`src/rtl/usb_fs_link_ctrl.sv`:
```
// Full-speed USB link-state controller: tracks attach, bus reset, suspend/resume
// and SOF-based host presence, and holds the protocol engine in link reset.
`timescale 1ns/1ps
module usb_fs_link_ctrl #(
    parameter int unsigned ResetDetCycles = 120,
    parameter int unsigned SuspendCycles  = 144000,
    parameter int unsigned FrameCycles    = 48000,
    parameter int unsigned HostLostFrames = 4
) (
    input  logic       clk_48mhz_i,
    input  logic       rst_ni,
    input  logic       usb_sense_i,
    input  logic       connect_en_i,
    input  logic       usb_d_i,
    input  logic       usb_se0_i,
    input  logic       usb_oe_i,
    input  logic       sof_valid_i,
    output logic [2:0] link_state_o,
    output logic       link_reset_o,
    output logic       link_suspend_o,
    output logic       link_resume_o,
    output logic       link_disconnect_o,
    output logic       host_lost_o
);
    localparam int SeW = $clog2(ResetDetCycles + 1);
    localparam int IdW = $clog2(SuspendCycles + 1);
    localparam int FrW = $clog2(FrameCycles + 1);
    localparam int MsW = $clog2(HostLostFrames + 1);

    localparam logic [SeW-1:0] SeMax    = SeW'(ResetDetCycles);
    localparam logic [IdW-1:0] IdMax    = IdW'(SuspendCycles);
    localparam logic [FrW-1:0] FrLast   = FrW'(FrameCycles - 1);
    localparam logic [MsW-1:0] MsMax    = MsW'(HostLostFrames);
    localparam logic [MsW-1:0] MsPenult = MsW'(HostLostFrames - 1);

    typedef enum logic [2:0] {
        StDisc      = 3'd0,
        StPowered   = 3'd1,
        StActNoSof  = 3'd2,
        StActive    = 3'd3,
        StSuspended = 3'd4,
        StResuming  = 3'd5
    } state_e;

    state_e         state_q, state_d;
    logic [SeW-1:0] se0_cnt_q, se0_cnt_d;
    logic [IdW-1:0] idle_cnt_q, idle_cnt_d;
    logic [FrW-1:0] frame_q, frame_d;
    logic [MsW-1:0] missed_q, missed_d;
    logic           reset_det_q, reset_det_d;
    logic           k_prev_q, se0_prev_q;
    logic           lreset_q, susp_q, resume_q, disc_q, host_q, host_d;

    logic samp_vld, is_se0, is_j, is_k, connected, reset_fall, rule3, in_act;

    // Line is only meaningful while we are not driving it ourselves.
    assign samp_vld   = ~usb_oe_i;
    assign is_se0     = samp_vld & usb_se0_i;
    assign is_j       = samp_vld & usb_d_i & ~usb_se0_i;
    assign is_k       = samp_vld & ~usb_d_i & ~usb_se0_i;
    assign connected  = usb_sense_i & connect_en_i;
    assign reset_fall = reset_det_q & samp_vld & ~usb_se0_i;
    assign rule3      = connected & (state_q != StDisc) & reset_fall;
    assign in_act     = (state_q == StActNoSof) | (state_q == StActive);

    always_comb begin
        se0_cnt_d   = '0;
        idle_cnt_d  = '0;
        reset_det_d = reset_det_q;
        if (is_se0) begin
            se0_cnt_d   = (se0_cnt_q == SeMax) ? se0_cnt_q : se0_cnt_q + SeW'(1);
            reset_det_d = reset_det_q | (se0_cnt_d == SeMax);
        end else if (samp_vld) begin
            reset_det_d = 1'b0;
        end
        if (is_j) begin
            idle_cnt_d = (idle_cnt_q == IdMax) ? idle_cnt_q : idle_cnt_q + IdW'(1);
        end
    end

    always_comb begin
        state_d = state_q;
        if (!connected) begin
            state_d = StDisc;
        end else if (state_q == StDisc) begin
            state_d = StPowered;
        end else if (reset_fall) begin
            state_d = StActNoSof;
        end else begin
            case (state_q)
                StActNoSof, StActive: begin
                    if (idle_cnt_d == IdMax)                   state_d = StSuspended;
                    else if (state_q == StActNoSof && sof_valid_i) state_d = StActive;
                end
                StSuspended: if (k_prev_q && is_k)  state_d = StResuming;
                StResuming:  if (se0_prev_q && is_j) state_d = StActive;
                default: ;
            endcase
        end
    end

    // Frame timer only runs in ACTIVE; SOF or a completed bus reset restarts it.
    always_comb begin
        frame_d  = frame_q;
        missed_d = missed_q;
        host_d   = 1'b0;
        if (rule3 || (sof_valid_i && in_act)) begin
            frame_d  = '0;
            missed_d = '0;
        end else if (state_q == StActive) begin
            if (frame_q == FrLast) begin
                frame_d  = '0;
                missed_d = (missed_q == MsMax) ? missed_q : missed_q + MsW'(1);
                host_d   = (missed_q == MsPenult);
            end else begin
                frame_d = frame_q + FrW'(1);
            end
        end
    end

    always_ff @(posedge clk_48mhz_i) begin
        if (!rst_ni) begin
            state_q     <= StDisc;
            se0_cnt_q   <= '0;
            idle_cnt_q  <= '0;
            frame_q     <= '0;
            missed_q    <= '0;
            reset_det_q <= 1'b0;
            k_prev_q    <= 1'b0;
            se0_prev_q  <= 1'b0;
            lreset_q    <= 1'b1;
            susp_q      <= 1'b0;
            resume_q    <= 1'b0;
            disc_q      <= 1'b0;
            host_q      <= 1'b0;
        end else begin
            state_q     <= state_d;
            se0_cnt_q   <= se0_cnt_d;
            idle_cnt_q  <= idle_cnt_d;
            frame_q     <= frame_d;
            missed_q    <= missed_d;
            reset_det_q <= reset_det_d;
            k_prev_q    <= is_k;
            se0_prev_q  <= is_se0;
            lreset_q    <= (state_d == StDisc) | reset_det_d;
            susp_q      <= (state_d == StSuspended) & (state_q != StSuspended);
            resume_q    <= (state_q == StResuming) & (state_d == StActive);
            disc_q      <= (state_d == StDisc) & (state_q != StDisc);
            host_q      <= host_d;
        end
    end

    assign link_state_o      = state_q;
    assign link_reset_o      = lreset_q;
    assign link_suspend_o    = susp_q;
    assign link_resume_o     = resume_q;
    assign link_disconnect_o = disc_q;
    assign host_lost_o       = host_q;
endmodule

```
`config.mk`:
```
export PLATFORM = sky130hd
export DESIGN_NAME = usb_fs_link_ctrl
export DESIGN_NICKNAME = d
export VERILOG_FILES = /design/src/rtl/usb_fs_link_ctrl.sv
export SDC_FILE = /design/constraint.sdc
export NUM_CORES = 1
export LEC_CHECK = 0
export BUFFER_PORTS_ARGS = -buffer_cell sky130_fd_sc_hd__buf_2
export CORE_UTILIZATION = 40
export DETAILED_ROUTE_END_ITERATION = 8
export MAX_ROUTING_LAYER = met4
export PLACE_DENSITY = 0.62
export SYNTH_ARGS = -nofsm -noshare
export SYNTH_HDL_FRONTEND = slang
export SYNTH_SLANG_ARGS = --single-unit
export TNS_END_PERCENT = 20
```
`constraint.sdc`:
```
create_clock -name clk_48mhz_i -period 2.75 [get_ports clk_48mhz_i]
set_input_delay 0.275 -clock clk_48mhz_i [delete_from_list [all_inputs] [get_ports clk_48mhz_i]]
set_output_delay 0.275 -clock clk_48mhz_i [all_outputs]
set_load 0.02 [all_outputs]
```
# --- Yosys cells after proc, flatten, opt, wreduce, memory -nomap -nowiden ---
# Index checks and enable logic that the tools add are counted.
op_classes:
  n_mux: 14
  n_reduce_logical: 13
  n_eq_ne: 14
  bitwise: 23
  add_sub_neg: 4
ops:
  columns: ["cell", "count"]
  rows:
  - ["$eq 18x18->1 const B", 2]
  - ["$mux 18", 2]
  - ["$mux 3", 7]
  - ["$add 18x1->18 const B", 1]
  - ["$add 16x1->16 const B", 1]
  - ["$eq 16x16->1 const B", 1]
  - ["$mux 16", 1]
  - ["$eq 7x7->1 const B", 2]
  - ["$and 1x1->1", 13]
  - ["$eq 3x2->1 const B", 4]
  - ["$eq 3x3->1 const B", 4]
  - ["$pmux 3 s3", 1]
  - ["$add 7x1->7 const B", 1]
  - ["$mux 7", 1]
  - ["$not 1->1", 7]
  - ["$logic_not 3->1", 2]
  - ["$logic_and 1x1->1", 4]
  - ["$reduce_or 2->1", 2]
  - ["$reduce_or 4->1", 1]
  - ["$add 3x1->3 const B", 1]
  - ["$ne 3x3->1 const B", 1]
  - ["$or 1x1->1", 3]
  - ["$reduce_and 3->1", 1]
  - ["$reduce_bool 3->1", 1]
  - ["other kinds (3)", 4]
word_totals:
  out_inout_bits: 8
  register_bits: 55
  wordCells: 81

# --- Longest topological paths before layout ---
# Gate-level depths: netlist of run 1.
logic_depth:
  ltp_word: 12
  ltp_mapped: 10
  mapped_depth_nobuf: 9

# --- Worst setup path after synthesis of run 1 ---
# Ideal clock, no wire load.
synth_timing:
  path_kind: "register to register"
  start: "register idle_cnt_q[0]"
  end: "register susp_q, in the netlist link_suspend_o"
  required_ps: 2647
  path_slack_ps: 304
  n_path_buf: 0
  arrival_ps: 2343
  path_stages_with_launch: 8
  cell_sequence: "dfxtp_1 -> ha_1 -> nand3_1 -> nor4_1 -> a311oi_1 -> nor4_4 -> a21oi_2 -> a2111oi_2"
synth_between:
  elab_chain_len: 11
synth_rtl:
  columns: ["item", "line", "source"]
  rows:
  - ["from (decl)", "47", "logic [IdW-1:0] idle_cnt_q, idle_cnt_d;"]
  - ["from (signal assigned)", "139", "idle_cnt_q <= idle_cnt_d;"]
  - ["$add 18x1->18 or $eq 18x18->1 (tied branches)", "77", "idle_cnt_d = (idle_cnt_q == IdMax) ? idle_cnt_q : idle_cnt_q + IdW'(1);"]
  - ["$mux 18 (*)", "77", null]
  - ["$mux 18 (*)", "76", "if (is_j) begin"]
  - ["$eq 18x18->1 (*)", "92", "if (idle_cnt_d == IdMax) state_d = StSuspended;"]
  - ["$mux 3 (*)", "92", null]
  - ["$pmux 3 s3 (*)", "90", "case (state_q)"]
  - ["$mux 3 (*)", "87", "end else if (reset_fall) begin"]
  - ["$mux 3 (*)", "85", "end else if (state_q == StDisc) begin"]
  - ["$mux 3 (*)", "83", "if (!connected) begin"]
  - ["$eq 3x3->1 (*)", "146", "susp_q <= (state_d == StSuspended) & (state_q != StSuspended);"]
  - ["$and 1x1->1 (*)", "146", null]
  - ["to (signal assigned)", "146", null]
  - ["to (decl)", "52", "logic lreset_q, susp_q, resume_q, disc_q, host_q, host_d;"]
# Every way passes the cells marked *; elsewhere a longest branch is shown, timed or not.
# A chain may end at the register's enable or synchronous reset.

# --- Worst setup path in the final report of run 1 ---
layout_timing:
  start: "register idle_cnt_q[0]"
  end: "register resume_q, in the netlist link_resume_o"
layout_between:
  elab_chain_len: 11
layout_rtl:
  columns: ["item", "line", "source"]
  rows:
  - ["$add 18x1->18 or $eq 18x18->1 (tied branches)", "77", null]
  - ["$mux 18 (*)", "77", null]
  - ["$mux 18 (*)", "76", null]
  - ["$eq 18x18->1 (*)", "92", null]
  - ["$mux 3 (*)", "92", null]
  - ["$pmux 3 s3 (*)", "90", null]
  - ["$mux 3 (*)", "87", null]
  - ["$mux 3 (*)", "85", null]
  - ["$mux 3 (*)", "83", null]
  - ["$eq 3x2->1 (*)", "147", "resume_q <= (state_q == StResuming) & (state_d == StActive);"]
  - ["$and 1x1->1 (*)", "147", null]
  - ["to (signal assigned)", "147", null]
  - ["to (decl)", "52", null]
# Marked as above.

==> run metrics, run 1 <==
status=completed; WHS=0.265 ns; clock sink count=55; DRT iter0 DRCs=99; layout cell share with drive strength beyond 1=14.7%; Synth top area share=37.0%; TritonCTS clock tree=built; Worst-Margin Slew=0.729 ns; final cycle utilization of the critical path=94.1%; I/O pin count=16; Worst path slowest cell=dfxtp_1; fin crit period=2.59 ns; final hold violation count=0; sequential fraction of the synthesis area=37.0%; CP top delay family=compound AO/OA/AOI/OAI gates; Synth area leaders=dfxtp_1 (37%), nor2_1 (7.9%), xnor2_1 (6.8%); CTS Buf Count=5; WP data arrival=2.81 ns; Initial Utilization=41.2%; first-pass GRT wire length=9.69 mm; gr usage total=16.0%; critical-path cell list=inv_1 -> ha_1 -> nor4bb_2 -> nand4_1 -> buf_4 -> o211a_1 -> o211ai_1 -> nor2_1 -> a21o_1 -> a211oi_1; Post-Syn Instances=353; final instance area=3290 um2; DR vias=2433; CP required=2.97 ns; multi-input logic area=1770 um2; Synth Flop Type=dfxtp_1; Nets=390; n_diodes=0; Final TNS setup=0 ns; die area=7790 um2; Reg2Reg Setup Slack=0.16 ns; final std cells w/o fill=473; initial antenna violation count=0; Placer Congestion=0.848; core area=7210 um2; worst vdd ir=0.000238 V; Seq cells post-synth=55; Area growth syn-to-layout=10.6%; Critical Path Source Type=flip-flop; clock transition at the registers of the reported paths=0.11 ns; residual DRC count=0; dpl cells=464; Syn Nets=370; fillcell total=762; Critical Path Max Stage Delay=0.40 ns; Avg Cell Area, Syn=8.43 um2; Cell Area, Synth=2980 um2; CTS Root Buffer Type=clkbuf_8; FMAX=0.387 GHz; Slew HR=51.3%; Leak=1.11 nW; placed cell area=3150 um2; Setup Viol. Count Final=0; worst clock skew=0.00908 ns; hold path depth=3; CTS H-tree lvls=2; Post-synth EDFFs=0; worst r2r src=idle_cnt_q[0]$_SDFF_PN0_; post-synth cell types=55; PortBufs=15; GRT overflow=0; PD cells=399 nW/um2; CTS Buffer Depth=2; cell taking the most area after synthesis=dfxtp_1; FF/Latch Area=1100 um2; hold path start=rst_ni; drt wl/cell=12.4 um; Die Span X=88.2 um; r2r worst-path depth=10; Max-cap violations=0; DRT antenna net count=0; Ys Warns=0; Total Wirelength=5.86 mm; Pre-antenna DRT Iters=4; Buf+Inv Stages, Crit Path=2; Skew-Pair Late Insertion Delay=0.31 ns; Die Ht=88.2 um; kind of critical path=flip-flop to flip-flop; worst flop-to-flop path endpoint=link_resume_o$_SDFF_PN0_; Async SR Flop Fraction=0%; Hold Crit Endpoint=link_disconnect_o$_SDFF_PN0_; largest net degree at the start of global routing=19; HPWL Detailed=4.32 mm; max-slew violation count=0; vias in the first global route=2194; routed vias/inst=5.14; HP Class=input pin to flip-flop; crit path capture type=flip-flop; Core Rows=31; CP Max Fanout=8
through the flow:
stage / total power, mW / setup slack, ns / utilization [%]
floorplan: 0.850 / 0.304 / -
global placement: 0.864 / 0.0956 / 43.7
detailed placement: 0.864 / 0.0716 / 43.7
CTS: 1.34 / 0.00756 / 45.0
global route: 1.37 / -0.0132 / 45.6
finish: 1.31 / 0.164 / 45.6
power breakdown:
part	total, mW	internal [mW]	switching [mW]
Sequential	0.802	0.800	0.00266
Combinational	0.0438	0.0159	0.0278
Clock	0.467	0.185	0.282
placed cells by master (no fill, tap or decap), drive strengths merged, types with 9 or more instances in the layout:
master	instances
buf	23
dfxtp	55
ha	9
inv	19
nand2	22
nand3	15
nand4	11
nor2	63
nor3	13
xnor2	23
xor2	18
metal layers:
| metal | routed length, um | vias to the layer above | track usage (%) |
|---|---|---|---|
| li1 | - | 1271 | - |
| met1 | 2890 | 1141 | 20.4 |
| met2 | 2800 | 14 | 26.2 |
| met3 | 111 | 7 | 2.89 |
| met4 | 56 | 0 | 4.25 |
| met5 | 0 | - | - |
flip-flops by register name (all words and copies together), names as in the netlist:
register / count
k_prev_q: 1
link_suspend_o: 1
frame_q: 16
host_lost_o: 1
link_state_o: 3
reset_det_q: 1
link_reset_o: 1
se0_prev_q: 1
idle_cnt_q: 18
se0_cnt_q: 7
missed_q: 3
link_disconnect_o: 1
link_resume_o: 1
cells by family (layout without fill, tap and decap cells):
logic type / Yosys count / after routing / share of synthesized area, %
multiplexers: 4 / 4 / 1.35
buffers and inverters: 28 / 49 / 4.75
XOR/XNOR: 41 / 41 / 12.1
flip-flops: 55 / 55 / 37.0
AO/OA/AOI/OAI: 41 / 41 / 9.97
adder cells (fa/ha/maj): 9 / 9 / 3.78
AND/OR/NAND/NOR: 175 / 175 / 31.1
cell usage after synthesis (all sizes together), types with 2 or more instances:
cell / number
or2: 2
inv: 18
nand2b: 5
buf: 3
and3: 8
mux2i: 4
nor4bb: 2
a21oi: 7
dfxtp: 55
xnor2: 23
o21ai: 8
nor3: 13
clkbuf: 7
nand3: 15
and2: 4
or3: 3
and4: 2
nand2: 22
or3b: 3
ha: 9
nand3b: 2
o211ai: 4
nor4b: 3
a311oi: 2
a211oi: 6
nor4: 8
nor2b: 3
nand4: 11
xor2: 18
nor2: 63
a22oi: 4
worst register-to-register path, delay by kind of cell, from the launching register on:
kind | cells | cell delay [ns]
AOI/OAI and AO/OA | 4 | 1.04
adders and majority gates | 1 | 0.17
and+or+nand+nor | 3 | 0.57
DFF | 1 | 0.40
buffers and inverters | 2 | 0.32
cell type report:
| class | instances | area share, % |
|---|---|---|
| clock inverter | 3 | 0.722 |
| sequential | 55 | 33.4 |
| inverter | 18 | 2.05 |
| timing repair buffer | 23 | 4.10 |
| clock buffer | 5 | 2.09 |
| multi-input combinational | 270 | 53.8 |
| tap | 99 | 3.76 |
timing repair:
action,in CTS,in global routing
buffers inserted,0,1
hold buffers,0,0
endpoints found under the setup margin,0,5
gates resized for setup,0,7
how the worst max path moves through the flow:
stage	from	to	slack (ns)	cells past startpoint
after floorplan	idle_cnt_q[0]$_SDFF_PN0_	link_suspend_o$_SDFF_PN0_	0.30	7
after global placement	idle_cnt_q[0]$_SDFF_PN0_	link_suspend_o$_SDFF_PN0_	0.1	9
after detailed placement	idle_cnt_q[0]$_SDFF_PN0_	link_suspend_o$_SDFF_PN0_	0.07	9
after CTS	idle_cnt_q[0]$_SDFF_PN0_	link_suspend_o$_SDFF_PN0_	0.008	9
after global routing	idle_cnt_q[0]$_SDFF_PN0_	link_suspend_o$_SDFF_PN0_	-0.01	10
final	idle_cnt_q[0]$_SDFF_PN0_	link_resume_o$_SDFF_PN0_	0.16	10
(Power assumes the default switching activity.)
==> run 2: changes to the inputs <==
--- a/config.mk
+++ b/config.mk
@@ -6,10 +6,10 @@
 export NUM_CORES = 1
 export LEC_CHECK = 0
 export BUFFER_PORTS_ARGS = -buffer_cell sky130_fd_sc_hd__buf_2
-export CORE_UTILIZATION = 40
+export CORE_UTILIZATION = 48
 export DETAILED_ROUTE_END_ITERATION = 8
 export MAX_ROUTING_LAYER = met4
-export PLACE_DENSITY = 0.62
+export PLACE_DENSITY = 0.71
 export SYNTH_ARGS = -nofsm -noshare
 export SYNTH_HDL_FRONTEND = slang
 export SYNTH_SLANG_ARGS = --single-unit
==> run 2 against run 1 <==
Via count up 3.2%. Largest power group unchanged. Register-to-register slack is essentially flat. Highest routed layer unchanged. Clock power is 11% higher.
==> run metrics, run 2 (synthesis results as in run 1) <==
status=completed; CP required=2.96 ns (about the same); Setup Viol. Count Final=0 (unchanged); max-slew violation count=0 (unchanged); Skew-Pair Late Insertion Delay=0.31 ns (about the same); WP data arrival=2.79 ns (-0.02 ns); CP top delay family=simple AND/OR/NAND/NOR gates; Reg2Reg Setup Slack=0.17 ns (about the same); max reg flops=18 (unchanged); worst clock skew=0.00577 ns (-0.00331 ns); DRT antenna net count=0 (unchanged); Worst-Margin Slew=0.667 ns (-0.0618 ns); Leak=1.13 nW (+1.7%); HPWL Detailed=4.28 mm (-1.1%); n_diodes=0 (unchanged); dpl cells=439 (-5.4%); vias in the first global route=2151 (-2.0%); DRT iter0 DRCs=175 (+77%); FMAX=0.388 GHz (+0.40%); Initial Utilization=50.0% (+8.7 points); Final TNS setup=0 ns (unchanged); final worst setup slack=0.174 ns (+0.0102 ns); commonest cells after routing, fill and taps aside=nor2_1 (63), dfxtp_1 (53), xnor2_1 (23); kind of critical path=flip-flop to flip-flop; final cycle utilization of the critical path=93.7% (-0.37 points); PD cells=418 nW/um2 (+4.9%); Post-CTS Hold Buffers=0 (unchanged); CTS Root Buffer Type=clkbuf_8; Total Wirelength=5.91 mm (+0.97%); placed cell area=3120 um2 (-1.2%); Pre-antenna DRT Iters=4 (unchanged); routed vias/inst=5.60 (+8.9%); GRT overflow=0 (unchanged); layout cell share with drive strength beyond 1=13.9% (-0.76 points); Worst path slowest cell=or4_1; number of cells on the critical path=7 (-3); PortBufs=15 (unchanged); worst vdd ir=0.000329 V (+38%); Critical Path Source Type=flip-flop; fillcell total=563 (-26%); first-pass GRT wire length=9.43 mm (-2.7%); Placer Congestion=0.860 (+1.4%); TritonCTS clock tree=built; HP Class=input pin to flip-flop; r2r worst-path depth=7 (-3); clock transition at the registers of the reported paths=0.09 ns (-0.02 ns); Nets=390 (unchanged); Max-cap violations=0 (unchanged); hold path start=rst_ni; core area=5960 um2 (-17%); Hold Crit Endpoint=link_disconnect_o$_SDFF_PN0_; Buf+Inv Stages, Crit Path=0 (-2); drt wl/cell=13.2 um (+6.6%); worst flop-to-flop path endpoint=link_suspend_o$_SDFF_PN0_; CTS Buffer Depth=2 (unchanged); Die Span X=80.7 um (-8.5%); largest net degree at the start of global routing=19 (unchanged); dpl ws=0.149 ns (+0.0777 ns); critical-path cell list=nand4_2 -> or4_1 -> a211oi_1 -> a41oi_1 -> nor4_4 -> a21oi_2 -> a2111oi_2; CTS Buf Count=5 (unchanged); hold path depth=3 (unchanged); CP Max Fanout=7 (-1); Die Ht=80.7 um (-8.5%); crit path capture type=flip-flop; worst r2r src=idle_cnt_q[9]$_SDFF_PN0_; final instance area=3260 um2 (-0.84%); residual DRC count=0 (unchanged); clock sink count=55 (unchanged); final std cells w/o fill=448 (-5.3%); DR vias=2510 (+3.2%); Area growth syn-to-layout=9.71%; Reg with most FFs=idle_cnt_q; gr usage total=19.2% (+3.2 points); I/O pin count=16 (unchanged); Slew HR=55.4% (+4.1 points); commonest non-fill, non-tap cell in the layout=nor2_1; Largest regs=idle_cnt_q x18, frame_q x16, se0_cnt_q x7; initial antenna violation count=0 (unchanged); Critical Path Max Stage Delay=0.53 ns (+0.13 ns); die area=6520 um2 (-16%); CTS H-tree lvls=2 (unchanged); Core Rows=28 (-9.7%); fin crit period=2.58 ns (-0.0102 ns); final hold violation count=0 (unchanged)
## run 2: cell type report
cell class                      count  area, um2  share of cell area (%)
Timing Repair Buffer               23        135                    4.14
Clock inverter                      1       30.0                   0.920
Multi-Input combinational cell    270       1760                    54.0
Inverter                           18       67.6                    2.07
Clock buffer                        6       72.6                    2.22
Tap cell                           75       93.8                    2.87
Sequential cell                    55       1100                    33.8
## run 2: per-stage QoR
stage	hold slack (ns)	util (%)	power, mW
floorplan	0.463	-	0.850
global route	0.293	54.8	1.42
detailed placement	0.491	52.3	0.864
global placement	0.476	52.3	0.863
CTS	0.273	54.0	1.39
finish	0.290	54.8	1.37
## run 2: how the worst max path moves through the flow
stage                                    to  slack, ns                      from
2_1_floorplan     link_suspend_o$_SDFF_PN0_       0.30  idle_cnt_q[0]$_SDFF_PN0_
3_3_place_gp   link_disconnect_o$_SDFF_PN0_       0.17  idle_cnt_q[0]$_SDFF_PN0_
3_5_place_dp      link_suspend_o$_SDFF_PN0_       0.15  idle_cnt_q[0]$_SDFF_PN0_
4_1_cts           link_suspend_o$_SDFF_PN0_       0.12  idle_cnt_q[1]$_SDFF_PN0_
5_1_grt           link_suspend_o$_SDFF_PN0_      -0.04  idle_cnt_q[0]$_SDFF_PN0_
6_report          link_suspend_o$_SDFF_PN0_       0.17  idle_cnt_q[9]$_SDFF_PN0_
## run 2: routing by layer
metal | up-vias | routed length [um] | GRT usage [%]
met5 | - | 0 | -
met4 | 0 | 96 | 7.68
met3 | 12 | 163 | 3.93
met2 | 37 | 2820 | 30.2
met1 | 1192 | 2830 | 24.0
li1 | 1269 | - | -
## run 2: worst min-delay path: stages
cell	delay, ns
buf_2	0.16
nand2_1	0.07
a211oi_1	0.05
## run 2: power by group
group / leakage [nW] / internal (mW) / switching, mW
sequential: 0.445 / 0.799 / 0.00414
clock: 0.0513 / 0.267 / 0.253
combinational: 0.634 / 0.0151 / 0.0266
total: 1.13 / 1.08 / 0.284
## run 2: timing repair
item                                    4_1_cts  5_1_grt
resized for setup                             0        7
setup buffers                                 0        2
endpoints found under the setup margin        0        3
==> run 3: changes to the inputs <==
--- a/config.mk
+++ b/config.mk
@@ -5,11 +5,13 @@
 export SDC_FILE = /design/constraint.sdc
 export NUM_CORES = 1
 export LEC_CHECK = 0
+export ABC_AREA = 1
 export BUFFER_PORTS_ARGS = -buffer_cell sky130_fd_sc_hd__buf_2
 export CORE_UTILIZATION = 48
 export DETAILED_ROUTE_END_ITERATION = 8
 export MAX_ROUTING_LAYER = met4
-export PLACE_DENSITY = 0.71
+export PLACE_DENSITY = 0.74
+export SETUP_SLACK_MARGIN = 0.2
 export SYNTH_ARGS = -nofsm -noshare
 export SYNTH_HDL_FRONTEND = slang
 export SYNTH_SLANG_ARGS = --single-unit
==> constraint.sdc (replaced) <==
create_clock -name clk_48mhz_i -period 2.3 [get_ports clk_48mhz_i]
set_input_delay 0.23 -clock clk_48mhz_i [delete_from_list [all_inputs] [get_ports clk_48mhz_i]]
set_output_delay 0.23 -clock clk_48mhz_i [all_outputs]
set_load 0.02 [all_outputs]
==> run 3 against run 2 <==
Clock-buffer cell count up 1. Clock power hardly changed. Sequential power grew 19%. Final area is 4.0% higher. Clock skew up 0.0028 ns. Routed wire length increased by 2.9%. Register-to-register slack gained 0.04 ns. Cell count grew 20%. Via count rose by 8.1%. Critical path depth increased by 10. Highest routed layer unchanged.
==> run metrics, run 3 <==
clock sink count=55 (unchanged); placed cell area=3120 um2 (+0.12%); grt peak-use layer=met2; fin crit period=2.09 ns (-0.488 ns); first-pass GRT wire length=10.2 mm (+8.1%); CTS Buffer Depth=2 (unchanged); Synth area leaders=dfxtp_1 (38%), nor2_1 (12%), nand2_1 (11%); Ys Warns=0 (unchanged); Post-CTS Hold Buffers=0 (unchanged); Finished Core Util=57.7% (+2.9 points); Leak=1.34 nW (+19%); die area=6410 um2 (-1.6%); CTS H-tree lvls=2 (unchanged); post-synth cell types=34 (-38%); Syn Nets=449 (+21%); CP top delay family=simple AND/OR/NAND/NOR gates; Reg with most FFs=idle_cnt_q; Die Span X=80.1 um (-0.82%); top-count cell post-synth=nor2_1; Worst path slowest cell=dfxtp_4; Initial Utilization=49.7% (-0.26 points); Post-synth top cells=nor2_1 (90), nand2_1 (87), inv_1 (59); Slew HR=64.9% (+9.5 points); sw frac=22.7% (+1.9 points); layout cell share with drive strength beyond 1=19.0% (+5.1 points); vias in the first global route=2412 (+12%); gr usage total=20.7% (+1.5 points); PD cells=453 nW/um2 (+8.2%); number of cells on the critical path=17 (+10); Post-Syn Instances=432 (+22%); drt wl/cell=11.3 um (-14%); Synth Flop Type=dfxtp_1; routed vias/inst=5.04 (-10%); FMAX=0.479 GHz (+23%); final instance area=3400 um2 (+4.0%); WP data arrival=2.34 ns (-0.45 ns); Skew-Pair Late Insertion Delay=0.31 ns (about the same); Critical Path Source Type=flip-flop; I/O pin count=16 (unchanged); Largest regs=idle_cnt_q x18, frame_q x16, se0_cnt_q x7; Area growth syn-to-layout=16.1%; met3 usage=3.75% (-0.18 points); sequential power share=62.2% (+3.4 points); Max-cap violations=0 (unchanged); hold path depth=2 (-1); Core Rows=28 (unchanged); unrepaired setup endpoints after global routing=true; initial antenna violation count=0 (unchanged); P_sw=348 uW (+23%); CP Max Fanout=5 (-2); multi-input logic area=1700 um2 (-3.3%); Setup Viol. Count Final=0 (unchanged); kind of critical path=flip-flop to flip-flop; DRT iter0 DRCs=100 (-43%); DR vias=2714 (+8.1%); Total Wirelength=6.09 mm (+2.9%); Final TNS setup=0 ns (unchanged); clock transition at the registers of the reported paths=0.10 ns (about the same); GRT overflow=0 (unchanged); status=completed; worst clock skew=0.00854 ns (+0.00276 ns); Placer Congestion=0.942 (+9.5%); Die Ht=80.1 um (-0.82%); CP required=2.55 ns (-0.41 ns); fillcell total=558 (-0.89%); largest net degree at the start of global routing=19 (unchanged); Seq cells post-synth=55 (unchanged); Worst-Margin Slew=0.513 ns (-0.154 ns); final hold violation count=0 (unchanged); PortBufs=15 (unchanged); commonest cells after routing, fill and taps aside=nand2_1 (83), nor2_1 (83), inv_1 (56); r2r worst-path depth=17 (+10); Combinational Power Share=4.1% (+1.0 points); Nets=479 (+23%); residual DRC count=0 (unchanged); critical-path cell list=buf_6 -> nand3_4 -> nor2_4 -> nand2_2 -> nand2_2 -> nand3_2 -> nor2_1 -> nand2_1 -> nor2_1 -> nand4_1 -> nand2_1 -> nand2_1 -> nand2_1 -> nand2_1 -> nand2_1 -> nand3_2 -> nor2_1; final worst setup slack=0.211 ns (+0.0375 ns); Buf+Inv Stages, Crit Path=1 (+1); n_diodes=0 (unchanged); max-slew violation count=0 (unchanged); crit path capture type=flip-flop; crit-path most repeated cell=nand2_1; TritonCTS clock tree=built; Total Power=1.54 mW (+13%); worst vdd ir=0.000307 V (-6.8%); Cell Int Power=1.19 mW (+9.9%); GR met2 Demand/Resource=33.0% (+2.8 points); final cycle utilization of the critical path=90.8% (-2.9 points); dpl ws=0.134 ns (-0.0153 ns); met1 GRT Util=26.9% (+2.8 points); Pre-antenna DRT Iters=4 (unchanged); FF/Latch Area=1120 um2 (+1.5%); Avg Cell Area, Syn=6.77 um2 (-20%); Async SR Flop Fraction=0% (unchanged); HP Class=input pin to flip-flop; sequential fraction of the synthesis area=37.6% (+0.63 points); Post-synth EDFFs=0 (unchanged); Synth top area share=37.6% (+0.63 points); CTS Buf Count=5 (unchanged); Critical Path Max Stage Delay=0.39 ns (-0.14 ns); cell taking the most area after synthesis=dfxtp_1; max reg flops=18 (unchanged); CTS Root Buffer Type=clkbuf_8; core area=5890 um2 (-1.2%); HPWL Detailed=4.50 mm (+5.3%); DRT antenna net count=0 (unchanged); Clk pwr share=33.6% (-4.5 points); Cell Area, Synth=2930 um2 (-1.7%)
-- run 3: metrics by stage --
stage,hold slack [ns],instances
finish,0.107,538
global route,0.111,538
CTS,0.0972,534
detailed placement,0.434,524
global placement,0.436,524
floorplan,0.309,432
-- run 3: kinds of logic (layout without fill, tap and decap cells) --
group	count (synthesis)	count (layout)	synth area share [%]
adders and majority gates	9	9	3.85
buffers and inverters	65	96	8.38
DFF	55	55	37.6
xor gates and xnor gates	18	18	5.39
AOI/OAI and AO/OA	26	26	5.22
and+or+nand+nor	259	259	39.5
-- run 3: layer usage --
metal / routed length [um] / vias to the layer above / share of wire, %
li1: - / 1426 / -
met1: 2930 / 1240 / 48
met5: 0 / - / 0
met3: 188 / 7 / 3.1
met4: 66 / 0 / 1.1
met2: 2900 / 41 / 48
-- run 3: repair_timing --
action	CTS	global route
pin swaps	4	16
setup buffers	2	4
cloned	0	0
resized for setup	4	43
endpoints found under the setup margin	5	8
-- run 3: final cells by class --
class,instances,share of cell area [%]
inverters,62,6.93
clock inverters,1,0.147
well taps,75,2.76
flip-flops and latches,55,33.0
clock buffers,7,2.25
repair buffers,26,4.75
multi-input cells,312,50.2
-- run 3: final timing paths --
kind | from | end | slack, ns
setup reg to reg | idle_cnt_q[0]$_SDFF_PN0_ | link_disconnect_o$_SDFF_PN0_ | 0.21
hold / removal | usb_d_i | k_prev_q$_SDFF_PN0_ | 0.11
hold reg to reg | missed_q[2]$_SDFFE_PP0P_ | missed_q[2]$_SDFFE_PP0P_ | 0.51
setup / recovery | idle_cnt_q[0]$_SDFF_PN0_ | link_disconnect_o$_SDFF_PN0_ | 0.21
-- run 3: power by group through the flow --
stage                     Sequential (mW)  Clock, mW  Combinational (mW)
final                               0.956      0.517              0.0634
after global routing                0.957      0.566              0.0711
after CTS                           0.958      0.534              0.0598
after detailed placement            0.981          0              0.0588
after global placement              0.980          0              0.0580
after floorplan                     0.983          0              0.0325
